`src/rtl/fdiv_issue_queue.sv`:
```
// fdiv_issue_queue: request FIFO + launch FSM + result register in front of the NR divider (optional watchdog: FDIV_TIMEOUT_EN)
module fdiv_issue_queue #(
  parameter int DEPTH   = 4,
  parameter int TAGW    = 4,
  parameter int TIMEOUT = 64
) (
  input  logic                       clk,
  input  logic                       clr,
  input  logic                       req_valid,
  output logic                       req_ready,
  input  logic [31:0]                req_a,
  input  logic [31:0]                req_b,
  input  logic [1:0]                 req_rm,
  input  logic [TAGW-1:0]            req_tag,
  output logic [31:0]                div_a,
  output logic [31:0]                div_b,
  output logic [1:0]                 div_rm,
  output logic                       div_fdiv,
  output logic                       div_ena,
  input  logic                       div_stall,
  input  logic [31:0]                div_s,
  output logic                       res_valid,
  input  logic                       res_ready,
  output logic [31:0]                res_data,
  output logic [TAGW-1:0]            res_tag,
  output logic                       res_err,
  output logic [$clog2(DEPTH):0]     occupancy
);
  localparam int AW = $clog2(DEPTH);
  typedef enum logic [1:0] {IDLE, LAUNCH, WAIT, GAP} state_t;
  state_t state_q, state_d;
  logic [31:0] mem_a [DEPTH];
  logic [31:0] mem_b [DEPTH];
  logic [1:0] mem_rm [DEPTH];
  logic [TAGW-1:0] mem_tag [DEPTH];
  logic [AW-1:0] wp_q, rp_q;
  logic [AW:0] cnt_q;
  logic [TAGW-1:0] tag_q;
  logic push, pop, done, abort;
  if (DEPTH < 2 || (DEPTH & (DEPTH - 1)) != 0 || TIMEOUT < 1) begin : g_bad_param
    $error("fdiv_issue_queue: DEPTH must be a power of two >= 2 and TIMEOUT >= 1");
  end
  assign req_ready = cnt_q != (AW+1)'(DEPTH);
  assign push = req_valid & req_ready;
  assign pop = state_q == IDLE && cnt_q != '0 && !res_valid;
  assign done = state_q == WAIT && !div_stall;
  assign occupancy = cnt_q;
  assign div_ena = 1'b1;
  // Request storage; no reset needed, entries are only read once counted valid.
  always_ff @(posedge clk)
    if (push) begin
      mem_a[wp_q] <= req_a;
      mem_b[wp_q] <= req_b;
      mem_rm[wp_q] <= req_rm;
      mem_tag[wp_q] <= req_tag;
    end
  // FIFO pointers and fill count; pointers wrap naturally at the power-of-two depth.
  always_ff @(posedge clk)
    if (clr) begin
      wp_q <= '0;
      rp_q <= '0;
      cnt_q <= '0;
    end else begin
      wp_q <= wp_q + AW'(push);
      rp_q <= rp_q + AW'(pop);
      cnt_q <= cnt_q + (AW+1)'(push) - (AW+1)'(pop);
    end
  // Operand latch: loaded only at launch so it stays stable while div_fdiv is high.
  always_ff @(posedge clk)
    if (clr) begin
      div_a <= '0;
      div_b <= '0;
      div_rm <= '0;
      tag_q <= '0;
    end else if (pop) begin
      div_a <= mem_a[rp_q];
      div_b <= mem_b[rp_q];
      div_rm <= mem_rm[rp_q];
      tag_q <= mem_tag[rp_q];
    end
  // Launch FSM state register.
  always_ff @(posedge clk)
    if (clr) state_q <= IDLE;
    else state_q <= state_d;
  // Next state and divider request; GAP forces a low cycle so every launch is a fresh rising edge.
  always_comb begin
    state_d = state_q == IDLE ? (pop ? LAUNCH : IDLE) :
              state_q == LAUNCH ? WAIT :
              state_q == WAIT ? (done || abort ? GAP : WAIT) : IDLE;
    div_fdiv = state_q == LAUNCH || state_q == WAIT;
  end
  // One-entry result register; a launch never starts while it is full, so it is never overwritten.
  always_ff @(posedge clk)
    if (clr) begin
      res_valid <= 1'b0;
      res_data <= '0;
      res_tag <= '0;
    end else if (done || abort) begin
      res_valid <= 1'b1;
      res_data <= abort ? 32'h7fc00000 : div_s;
      res_tag <= tag_q;
    end else if (res_valid && res_ready) begin
      res_valid <= 1'b0;
    end
`ifdef FDIV_TIMEOUT_EN
  localparam int TW = $clog2(TIMEOUT + 1);
  logic [TW-1:0] tmo_q;
  logic err_q;
  assign abort = state_q == WAIT && div_stall && tmo_q == TW'(TIMEOUT - 1);
  assign res_err = err_q;
  // Watchdog counts WAIT cycles and restarts whenever the FSM leaves WAIT.
  always_ff @(posedge clk)
    if (clr || state_q != WAIT) tmo_q <= '0;
    else tmo_q <= tmo_q + TW'(1);
  // Error flag travels with the result and clears when it is consumed.
  always_ff @(posedge clk)
    if (clr) err_q <= 1'b0;
    else if (done || abort) err_q <= abort;
    else if (res_valid && res_ready) err_q <= 1'b0;
`else
  assign abort = 1'b0;
  assign res_err = 1'b0;
`endif
endmodule

```
`config.mk`:
```
export PLATFORM = sky130hd
export DESIGN_NAME = fdiv_issue_queue
export DESIGN_NICKNAME = d
export VERILOG_FILES = /design/src/rtl/fdiv_issue_queue.sv
export SDC_FILE = /design/constraint.sdc
export NUM_CORES = 1
export LEC_CHECK = 0
export CORE_ASPECT_RATIO = 0.6
export CORE_MARGIN = 5
export CORE_UTILIZATION = 62
export CTS_CLUSTER_SIZE = 25
export DETAILED_ROUTE_END_ITERATION = 16
export DONT_BUFFER_PORTS = 1
export PLACE_DENSITY = 0.78
export SETUP_SLACK_MARGIN = 0.02
export SYNTH_ARGS = -nofsm -noshare
export SYNTH_HDL_FRONTEND = slang
export SYNTH_SLANG_ARGS = --single-unit
export TNS_END_PERCENT = 5
```
`constraint.sdc`:
```
create_clock -name clk -period 12.3 [get_ports clk]
set_input_delay 1.23 -clock clk [delete_from_list [all_inputs] [get_ports clk]]
set_output_delay 1.23 -clock clk [all_outputs]
set_load 0.005 [all_outputs]
```
### Word-level counts from Yosys, hierarchy flattened

Memories as Yosys holds them, arrays and structs flattened. A register that Yosys moved wholly into a read port is not among the register bits.
Index checks and enable logic that the tools add are counted.

* reductions and logical operators: 10
* add/subtract/negate cells: 4
* bitwise logic cells: 1
* eq/ne operators: 3
* multiplexer cells: 9

Operator list (number)
* 1-bit two-way mux: 6
* 2-bit two-way mux: 3
* 2-bit by 1-bit adder with 2-bit output: 2
* 1-bit logical AND: 4
* 3-bit by 1-bit adder with 3-bit output: 1
* 3-bit inequality test, second input constant: 1
* 3-bit nonzero test: 1
* 3-bit by 1-bit subtractor with 3-bit output: 1
* 2-bit by 1-bit equality test with 1-bit output, second input constant: 1
* 2-bit equality test, second input constant: 1
* 1-bit zero test: 2
* 2-bit zero test: 1
* 2-bit nonzero test: 1
* 1-bit bitwise AND: 1
* 1-bit logical OR: 1

* word-level logic and storage cells: 38
* memory bits (writable): 280
* bits in registers: 46
* memories kept: 4
* output and inout port bits: 110

Memory list
* mem_a: words 4, width 32, read ports 1, clocked after Yosys merged registers in 1, write ports 1, line 32 `logic [31:0] mem_a [DEPTH];`
* mem_b: words 4, width 32, read ports 1, clocked after Yosys merged registers in 1, write ports 1, line 33 `logic [31:0] mem_b [DEPTH];`
* mem_tag: words 4, width 4, read ports 1, clocked after Yosys merged registers in 1, write ports 1, line 35 `logic [TAGW-1:0] mem_tag [DEPTH];`
* mem_rm: words 4, width 2, read ports 1, clocked after Yosys merged registers in 1, write ports 1, line 34 `logic [1:0] mem_rm [DEPTH];`

### Longest topological paths before layout

Gate-level depths: netlist of run 1.

* word-level depth: 6
* mapped depth: 10
* mapped depth without buffers: 10

### Worst setup path before layout of run 1

Ideal clock, no wire load.

* kind: input-to-reg
* start: in req_valid
* end: mem mem_a[1][0], enable pin
* library setup time: 599 ps
* data required time: 11701 ps
* setup slack: 5226 ps
* stages on the path: 2
* arrival: 6476 ps
* cells stage by stage: nand2_1 -> nor3b_1

* longest elaborated chain between the ends: 3

RTL lines
* start, declared: line 9 `input logic req_valid,`
* 1-bit bitwise AND: line 44 `assign push = req_valid & req_ready;`
* 1-bit two-way mux: line 51 `if (push) begin`
* 1-bit two-way mux (not written as such): line 52 `mem_a[wp_q] <= req_a;`
* end, declared: line 32

Every way passes these cells.

### Final worst setup path of run 1

* start: reg cnt_q[2] (netlist: occupancy[2])
* end: out req_ready

* longest elaborated chain between the ends: 1

RTL lines
* start, declared: line 37 `logic [AW:0] cnt_q;`
* start signal, assigned: line 66 `cnt_q <= cnt_q + (AW+1)'(push) - (AW+1)'(pop);`
* 3-bit inequality test: line 43 `assign req_ready = cnt_q != (AW+1)'(DEPTH);`
* end, declared: line 10 `output logic req_ready,`

Every way passes these cells.

==> metrics.cfg, run 1 <==
[grt]
grt_max_degree=72
track_usage_pct=20.4
grt_pass1_vias=6899
grt_overflow=0
antenna_found_initial=0
grt_pass1_wl_um=40700

[outcome]
status=completed

[floorplan]
start_util_pct=63.4
dieArea_um2=25800
die_h_um=126
fp-row-count=42
die_width_um=204
pin_count=217
core-area_um2=22100

[route]
wire_per_inst_um=24.8
drtAntennaViolNets=0
dr.pass1.iters=5
via_per_inst=6.16
wl_um=26400
drtIter0Drc=399
vias=6549
drcViolationCount=0

[yosys]
synthDistinctLibCells=27
yosysTopAreaCell=edfxtp_1
ys_ff_latch=396
synth_flop_cell=edfxtp_1
avgSynthCellArea_um2=19.1
synth-async-reset-ratio_pct=0
yosys_warnings=0
synth_edf_count=280
synth_nets=850
synth_top_cell_area_share_pct=60.0
netlist_top_cells_count=edfxtp_1 (280), dfxtp_1 (116), nand2_1 (73), a22o_1 (70), mux4_2 (70)
ys_seq_area_share_pct=76.5
syn_inst=735
synth.area.top_cells=edfxtp_1 (60%), dfxtp_1 (17%), mux4_2 (11%)
synthesis.area_um2=14000
yosysMostFrequentCell=edfxtp_1

[critical_path]
r2r_setup_slack_ps=9780
crit_arrival_ps=1430
crit_path_start=occupancy[2]
reg2reg_from=rp_q[0]
endpoint_kind=primary output
cp.depth=1
worstPathRequired_ps=11070
cp_slowest_cell=or3b_2
path_buf_inv=0
critPathCapture=req_ready
r2r_cells=3
reg2reg_to=div_a[26]
path_delay_family=simple AND/OR/NAND/NOR gates
path_cells=or3b_2
path_max_fanout=4
cp-start-kind=register
cp_slowest_stage_delay_ps=500
path_class=register to primary output

[clocking]
clockRootBuffer=clkbuf_16
ctsResizeCount=0
clk-insertion-delay-late_ps=520
clkSinkCount=396
clk_pin_slew_ps=70
cts_setup_buffers=0
hold_buffers=0
htreeDepth=2
numCtsBuffers=35
cts_buffer_depth=3
cts_tree=done

[placed_design]
dpl-instance-area_um2=14200
dp_hpwl_um=15000
numPortBuffers=0
pre_cts_ws_ps=9390
gp_congestion=0.763

[timing]
slew_violations=0
worstMarginPinSlew_ps=1320
rsz0062_at_grt=false
fin_setup_tns_ps=0
setup_ws_ps=9640
fin_crit_ps=2660
fin_skew_ps=16.2
setup_viol=0
max_slew_margin_pct=11.8
max_clock_freq_mhz=376
finalHoldViolCount=0
holdWs_ps=455
final.period_utilization_pct=21.6

[pwr]
p_int_mw=2.55
netSwitchingFraction_pct=25.8
irDropWorstVdd_mv=0.180
p_clk_share_pct=30.5
pwr-share-comb_pct=15.7
switchingPower_mw=0.885
p_leak_nw=4.94
power.share.sequential_pct=53.9
p_per_area_nw_per_um2=225

[worst_hold_path]
hp-class=register to register

[flow_run]
maxCapViolations=0

[cells_and_area]
area_growth_pct=9.01
fill_cells=1342
drive_gt1_share_pct=18.0
design_area_um2=15300
num-nets-final=846
diodes=0

## flip-flops by register name, indices dropped and copies added (netlist names)
signal and cells:
tag_q 4, state_q 2, div_rm 2, div_a 32, rp_q 2, mem_rm 8, res_tag 4, mem_b 128
mem_tag 16, mem_a 128, res_data 32, occupancy 3, wp_q 2, div_b 32, res_valid 1
## metal layers
layer / wire length (um) / global-route usage [%] / vias up
li1: - / - / 2868
met1: 10400 / 25.9 / 3437
met2: 13100 / 33.3 / 210
met3: 2470 / 8.29 / 34
met4: 498 / 5.63 / 0
met5: 0 / 0 / -
## metrics by stage
step | utilization, % | instances | power (mW)
2_1_floorplan | - | 735 | 2.30
3_3_place_gp | 64.1 | 1002 | 2.40
6_report | 69.1 | 1064 | 3.43
4_1_cts | 69.1 | 1064 | 3.47
5_1_grt | 69.1 | 1064 | 3.60
3_5_place_dp | 64.1 | 1002 | 2.43
## how the worst min path moves through the flow
stage | end | from | slack (ps) | cells after the start
2_1_floorplan | res_tag[0] | tag_q[0] | 430 | 2
3_3_place_gp | res_tag[3] | tag_q[3] | 440 | 2
3_5_place_dp | res_tag[1] | tag_q[1] | 450 | 2
4_1_cts | res_tag[1] | tag_q[1] | 460 | 2
5_1_grt | res_tag[1] | tag_q[1] | 480 | 2
6_report | res_tag[0] | tag_q[0] | 460 | 2
## logic make-up after synthesis
logic type / after synthesis / synth area share [%]
buffers and inverters: 53 / 2.32
muxes: 70 / 11.2
AOI/OAI and AO/OA: 109 / 5.92
DFF: 396 / 76.5
and+or+nand+nor: 93 / 2.90
xor gates and xnor gates: 4 / 0.250
adders and majority gates: 8 / 0.768
other: 2 / 0.0536
## power groups by stage
stage          clock [mW]  sequential, mW  combinational [mW]
2_1_floorplan           0            1.78               0.517
3_3_place_gp            0            1.87               0.527
3_5_place_dp            0            1.88               0.546
4_1_cts              1.07            1.86               0.548
5_1_grt              1.13            1.88               0.590
6_report             1.05            1.85               0.538
## cells in the final DEF (no fill, tap or decap)
master	instances
and3_1	1
o21ba_2	1
or3_4	1
buf_4	5
nor3b_2	2
and3_4	1
xnor2_1	4
inv_1	7
edfxtp_1	280
clkbuf_1	12
ha_1	7
conb_1	2
a22o_1	70
nand2b_1	2
nor2b_1	4
clkbuf_8	8
a31oi_4	1
nor2_1	3
clkinv_1	1
nor3_2	1
mux4_2	70
a21oi_1	37
or3b_2	1
clkinv_2	4
dfxtp_4	2
clkbuf_16	37
fa_1	1
dfxtp_1	114
nor3_1	1
and4bb_4	1
nor3b_1	1
nor2b_2	1
nand2_1	73
## final cells by class
type | instances | area (um2) | area share [%]
repair buffers | 5 | 37.5 | 0.246
inverters | 7 | 26.3 | 0.172
clock buffers | 57 | 1080 | 7.07
multi-input cells | 286 | 2990 | 19.6
well taps | 308 | 385 | 2.52
clock inverters | 5 | 23.8 | 0.156
flip-flops and latches | 396 | 10700 | 70.3
(Power assumes the default switching activity.)
==> run 2, diff against run 1 <==
==> constraint.sdc (replaced) <==
create_clock -name clk -period 2.6 [get_ports clk]
set_input_delay 0.26 -clock clk [delete_from_list [all_inputs] [get_ports clk]]
set_output_delay 0.26 -clock clk [all_outputs]
set_load 0.005 [all_outputs]
==> run 2 against run 1 <==
Effect of this change:
- cell count up 12%
- clock power rose to 5.0 times the previous value
- total power rose to 5.0 times the previous value
- hold slack worse by 400 ps
- global-route usage up 2.6 points
- critical endpoint is now occupancy[2]
- critical path depth up 8
- sequential cell count unchanged
- design area up 9.3%
- sequential share of layout area down 6.0 points
==> metrics.cfg, run 2 (synthesis results as in run 1) <==
[grt]
grt_pass1_wl_um=45700  ; +12%
grt_pass1_vias=7781  ; +13%
grt_overflow=0  ; unchanged
antenna_found_initial=3  ; +3
grt_max_degree=71  ; -1.4%
track_usage_pct=23.0  ; +2.6 points

[cells_and_area]
drive_gt1_share_pct=17.6  ; -0.36 points
area_growth_pct=19.1
design_area_um2=16700  ; +9.3%
fill_cells=1185  ; -12%
layout_common_cells=edfxtp_1 (280), dfxtp_1 (112), dlygate4sd3_1 (110)
final_common_cell=edfxtp_1
register_area_um2=10700  ; about the same
multiInputGateArea_um2=3020  ; +0.96%
reg_top3=mem_a: 128 flops, mem_b: 128 flops
num-nets-final=967  ; +14%

[critical_path]
path_buf_inv=1  ; +1
path_class=register to register
cp_slowest_stage_delay_ps=420  ; -80 ps
path_max_fanout=5  ; +1
path_delay_family=adder cells
cp-start-kind=register
crit_arrival_ps=2820  ; +1390 ps
cp_slowest_cell=or3_4
endpoint_kind=register
path_cells=or3_4 -> and3_1 -> ha_1 -> inv_1 -> ha_1 -> fa_1 -> xnor2_1 -> xnor2_1 -> nor2_1
worstPathRequired_ps=3000  ; -8070 ps

[floorplan]
core-area_um2=22100  ; unchanged
pin_count=217  ; unchanged
die_width_um=204  ; unchanged
die_h_um=126  ; unchanged
dieArea_um2=25800  ; unchanged
fp-row-count=42  ; unchanged
start_util_pct=63.4  ; unchanged

[clocking]
cts_tree=done
numCtsBuffers=35  ; unchanged
ctsResizeCount=0  ; unchanged
clk-insertion-delay-late_ps=520  ; about the same
clkSinkCount=396  ; unchanged
clockRootBuffer=clkbuf_16
clk_pin_slew_ps=60  ; about the same
cts_buffer_depth=3  ; unchanged
htreeDepth=2  ; unchanged

[pwr]
pwr-share-comb_pct=18.2  ; +2.5 points
netSwitchingFraction_pct=26.4  ; +0.64 points
p_clk_share_pct=31.1  ; +0.6 points
power.share.sequential_pct=50.7  ; -3.2 points
p_per_area_nw_per_um2=1020  ; +350%
p_leak_nw=5.51  ; +11%
switchingPower_mw=4.50  ; +410%
irDropWorstVdd_mv=0.753  ; +320%
p_int_mw=12.5  ; +390%

[placed_design]
gp_congestion=0.735  ; -3.7%
numPortBuffers=0  ; unchanged
dpl-instance-area_um2=14400  ; +1.5%
dp_hpwl_um=16000  ; +7.0%

[timing]
max_clock_freq_mhz=413
rsz0062_at_grt=false
slew_violations=0  ; unchanged
finalHoldViolCount=0  ; unchanged
fin_crit_ps=2420
final.period_utilization_pct=93.2
max_slew_margin_pct=27.1  ; +15 points
setup_viol=0  ; unchanged
fin_skew_ps=16.9  ; +0.712 ps
worstMarginPinSlew_ps=1090  ; -230 ps
holdWs_ps=58.9  ; -397 ps

[route]
drcViolationCount=0  ; unchanged
wire_per_inst_um=25.0  ; +0.92%
dr.pass1.iters=5  ; unchanged
via_per_inst=6.09  ; -1.1%
wl_um=29800  ; +13%
drtIter0Drc=636  ; +59%
vias=7252  ; +11%
drtAntennaViolNets=0  ; unchanged

[flow_run]
maxCapViolations=0  ; unchanged

[worst_hold_path]
hp-class=input pin to register

[outcome]
status=completed

-- run 2: power groups by stage --
stage | Sequential, mW | Combinational, mW | Clock [mW]
5_1_grt | 8.74 | 3.35 | 5.72
3_3_place_gp | 8.71 | 2.82 | 0
6_report | 8.63 | 3.10 | 5.30
4_1_cts | 8.64 | 3.11 | 5.40
3_5_place_dp | 8.76 | 2.90 | 0
2_1_floorplan | 8.37 | 2.47 | 0
-- run 2: stage by stage --
| stage | total power [mW] | setup TNS [ps] | setup WS [ps] | utilization, % | std cells |
|---|---|---|---|---|---|
| global placement | 11.5 | 0 | 217 | 65.0 | 1012 |
| detailed placement | 11.7 | 0 | 184 | 65.0 | 1012 |
| CTS | 17.2 | 0 | 156 | 75.4 | 1187 |
| floorplan | 10.8 | -70460 | -316 | - | 735 |
| global route | 17.8 | 0 | 55.4 | 75.5 | 1191 |
| finish | 17.0 | 0 | 177 | 75.5 | 1191 |
-- run 2: what timing repair did --
item / CTS / global route
hold buffers: 111 / 0
hold endpoints to repair: 326 / 0
setup endpoints to repair: 0 / 0
buffers inserted: 0 / 0
-- run 2: cell type report --
cell class / instances / area share (%)
Clock inverter: 19 / 1.46
Multi-Input combinational cell: 286 / 18.1
Clock buffer: 45 / 5.65
Antenna cell: 4 / 0.0599
Inverter: 7 / 0.157
Timing Repair Buffer: 126 / 7.99
Tap cell: 308 / 2.31
Sequential cell: 396 / 64.3
-- run 2: path summary, 6_finish.rpt --
check	startpoint	to	slack (ps)	cells after the start
setup reg to reg	occupancy[1]	occupancy[2]	180	9
hold / removal	clr	wp_q[1]	60	2
setup / recovery	occupancy[1]	occupancy[2]	180	9
hold reg to reg	tag_q[2]	res_tag[2]	480	2
-- run 2: routing by layer --
layer	vias up	share of wire (%)	track usage, %
met4	0	2.5	6.81
li1	3135	-	-
met1	3726	40	30.6
met3	65	8.3	6.56
met2	326	50	38.0
met5	-	0	0
==> run 3, diff against run 2 <==
--- a/config.mk
+++ b/config.mk
@@ -7,11 +7,11 @@
 export LEC_CHECK = 0
 export CORE_ASPECT_RATIO = 0.6
 export CORE_MARGIN = 5
-export CORE_UTILIZATION = 62
+export CORE_UTILIZATION = 56
 export CTS_CLUSTER_SIZE = 25
 export DETAILED_ROUTE_END_ITERATION = 16
 export DONT_BUFFER_PORTS = 1
-export PLACE_DENSITY = 0.78
+export PLACE_DENSITY = 0.74
 export SETUP_SLACK_MARGIN = 0.02
 export SYNTH_ARGS = -nofsm -noshare
 export SYNTH_HDL_FRONTEND = slang
==> constraint.sdc (replaced) <==
create_clock -name clk -period 2.2 [get_ports clk]
set_input_delay 0.22 -clock clk [delete_from_list [all_inputs] [get_ports clk]]
set_output_delay 0.22 -clock clk [all_outputs]
set_load 0.005 [all_outputs]
==> run 3 against run 2 <==
Effect of this change:
- the flow now finishes with violations (negative setup slack)
- wire length fell by 0.44%
- sequential share of layout area decreased by 0.67 points
- sequential power increased by 17%
- clock skew fell by 3.9 ps
- highest routed layer unchanged
==> metrics.cfg, run 3 (synthesis results as in run 1) <==
[placed_design]
dp.cells=1039  ; +2.7%
numPortBuffers=0  ; unchanged
dp_hpwl_um=17000  ; +5.9%
dpl-instance-area_um2=14600  ; +1.2%
gp_congestion=0.797  ; +8.4%

[timing]
fin_skew_ps=13.0  ; -3.86 ps
final.period_utilization_pct=101  ; +7.6 points
finalHoldViolCount=0  ; unchanged
fin_crit_ps=2220  ; -206 ps
rsz0062_at_grt=true
slew_violations=0  ; unchanged
max_slew_margin_pct=64.6  ; +38 points
max_clock_freq_mhz=451  ; +9.3%
worstMarginPinSlew_ps=530  ; -564 ps
setup_viol=1  ; +1
setup_ws_ps=-17.2  ; -194 ps

[pwr]
switchingPower_mw=5.36  ; +19%
power.share.sequential_pct=50.0  ; -0.7 points
p_per_area_nw_per_um2=1200  ; +18%
p_leak_nw=5.61  ; +1.9%
pwr-share-comb_pct=19.8  ; +1.6 points
p_int_mw=14.9  ; +19%
p_clk_share_pct=30.2  ; -0.9 points
irDropWorstVdd_mv=0.645  ; -14%
finalPower_mw=20.2  ; +19%
netSwitchingFraction_pct=26.5  ; +0.081 points

[critical_path]
cp-start-kind=register
r2r_setup_slack_ps=-20  ; -190 ps
crit_arrival_ps=2620  ; -200 ps
r2r_cells=9  ; unchanged
reg2reg_to=occupancy[2]
path_class=register to register
reg2reg_from=occupancy[2]
path_max_fanout=2  ; -3
worstPathRequired_ps=2600  ; -400 ps
endpoint_kind=register

[clocking]
htreeDepth=2  ; unchanged
cts_buffer_depth=3  ; unchanged
cts_setup_buffers=0  ; unchanged
clockRootBuffer=clkbuf_16
numCtsBuffers=36  ; +2.9%
clk_pin_slew_ps=60  ; about the same
cts_tree=done
clkSinkCount=396  ; unchanged
clk-insertion-delay-late_ps=520  ; about the same

[floorplan]
fp-row-count=44  ; +4.8%
die_width_um=214  ; +5.0%
core-area_um2=24400  ; +10%
start_util_pct=57.5  ; -5.9 points
die_h_um=133  ; +4.8%
dieArea_um2=28400  ; +10%
pin_count=217  ; unchanged

[grt]
grtUsageMet2_pct=34.8  ; -3.2 points
grt_pass1_vias=7755  ; -0.33%
antenna_found_initial=5  ; +2
track_usage_pct=20.8  ; -2.3 points
met1_usage_pct=26.4  ; -4.2 points
grt_pass1_wl_um=46100  ; +0.74%
grt_busiest_layer=met2
use_met3_pct=6.71  ; +0.16 points
grt_overflow=0  ; unchanged
grt_max_degree=71  ; unchanged

[route]
drtAntennaViolNets=0  ; unchanged
via_per_inst=5.94  ; -2.5%
vias=7237  ; -0.21%
dr.pass1.iters=5  ; unchanged
wire_per_inst_um=24.4  ; -2.7%
wl_um=29700  ; -0.44%
drtIter0Drc=556  ; -13%
drcViolationCount=0  ; unchanged

[cells_and_area]
final_common_cell=edfxtp_1
design_area_um2=16900  ; +1.1%
final_cells=1219  ; +2.4%
num-nets-final=979  ; +1.2%
final_core_util_pct=69.2  ; -6.3 points
fill_cells=1487  ; +25%
reg_top3=mem_a: 128 flops, mem_b: 128 flops
area_growth_pct=20.4
layout_common_cells=edfxtp_1 (280), dfxtp_1 (112), dlygate4sd3_1 (108)
drive_gt1_share_pct=19.4  ; +1.8 points

[flow_run]
maxCapViolations=0  ; unchanged

[outcome]
violations=negative setup slack
status=finished with violations

[worst_hold_path]
hp-class=input pin to register
hold_depth=3  ; +1
holdPathEnd=res_valid
hp-start=div_stall

==> run 3: cell types whose count changed in the layout (fill, tap and decap cells not counted), moves of 2 or more <==
| cell | previous run | this run |
|---|---|---|
| buf_12 | 9 | 14 |
| buf_4 | 7 | 15 |
| bufinv_16 | 5 | 2 |
| clkbuf_1 | 7 | 9 |
| clkbuf_16 | 35 | 37 |
| clkinvlp_4 | 2 | 0 |
| dlygate4sd3_1 | 110 | 108 |
| ha_1 | 7 | 5 |
| ha_4 | 0 | 2 |
| inv_6 | 4 | 2 |
==> run 3: critical path: stages (launching register included) <==
cell     delay, ps
dfxtp_2        340
or3_4          390
and3_4         200
ha_4           260
inv_2           40
ha_4           150
fa_2           350
xnor2_2        140
xnor2_1        160
nor2_1          70
==> run 3: what timing repair did <==
item / 4_1_cts / 5_1_grt
setup endpoints to repair: 1 / 1
hold buffers: 109 / 0
resized for setup: 7 / 0
cloned: 0 / 0
pin swaps: 6 / 2
endpoints found under the hold margin: 326 / 0
==> run 3: layer usage <==
metal / part of all wire, % / routed length [um]
met5: 0 / 0
met4: 2.2 / 646
met3: 6.8 / 2030
met2: 51 / 15100
met1: 40 / 11900
==> run 3: power groups by stage <==
stage / sequential [mW] / clock, mW / combinational [mW]
finish: 10.1 / 6.11 / 4.01
detailed placement: 10.3 / 0 / 3.70
global route: 10.2 / 6.57 / 4.36
floorplan: 9.89 / 0 / 2.92
global placement: 10.2 / 0 / 3.58
CTS: 10.1 / 6.24 / 4.04
==> run 3: area by class of cell <==
cell class / count / area, um2 / area share, %
antenna: 5 / 12.5 / 0.0741
multi-input combinational: 286 / 3060 / 18.1
clock inverter: 16 / 149 / 0.882
tap: 322 / 403 / 2.39
timing repair buffer: 137 / 1470 / 8.73
inverter: 7 / 26.3 / 0.156
clock buffer: 50 / 1010 / 6.01
sequential: 396 / 10700 / 63.6
==> run 3: stage by stage <==
stage,setup WS (ps),hold WS [ps],TNS (ps)
after floorplan,-693,319,-180750
after global placement,-75.9,288,-75.9
after detailed placement,-159,291,-159
after CTS,-15.7,159,-15.7
after global routing,-50.1,193,-50.1
final,-17.2,193,-17.2
==> run 3: worst max-delay path by stage <==
stage,from,end,slack (ps),depth (start not counted)
after CTS,occupancy[2],occupancy[2],-20,9
final,occupancy[2],occupancy[2],-20,9
after global placement,occupancy[1],occupancy[2],-80,9
after detailed placement,occupancy[1],occupancy[2],-160,9
after floorplan,occupancy[2],mem_a[1][0],-690,3
after global routing,occupancy[2],occupancy[2],-50,9
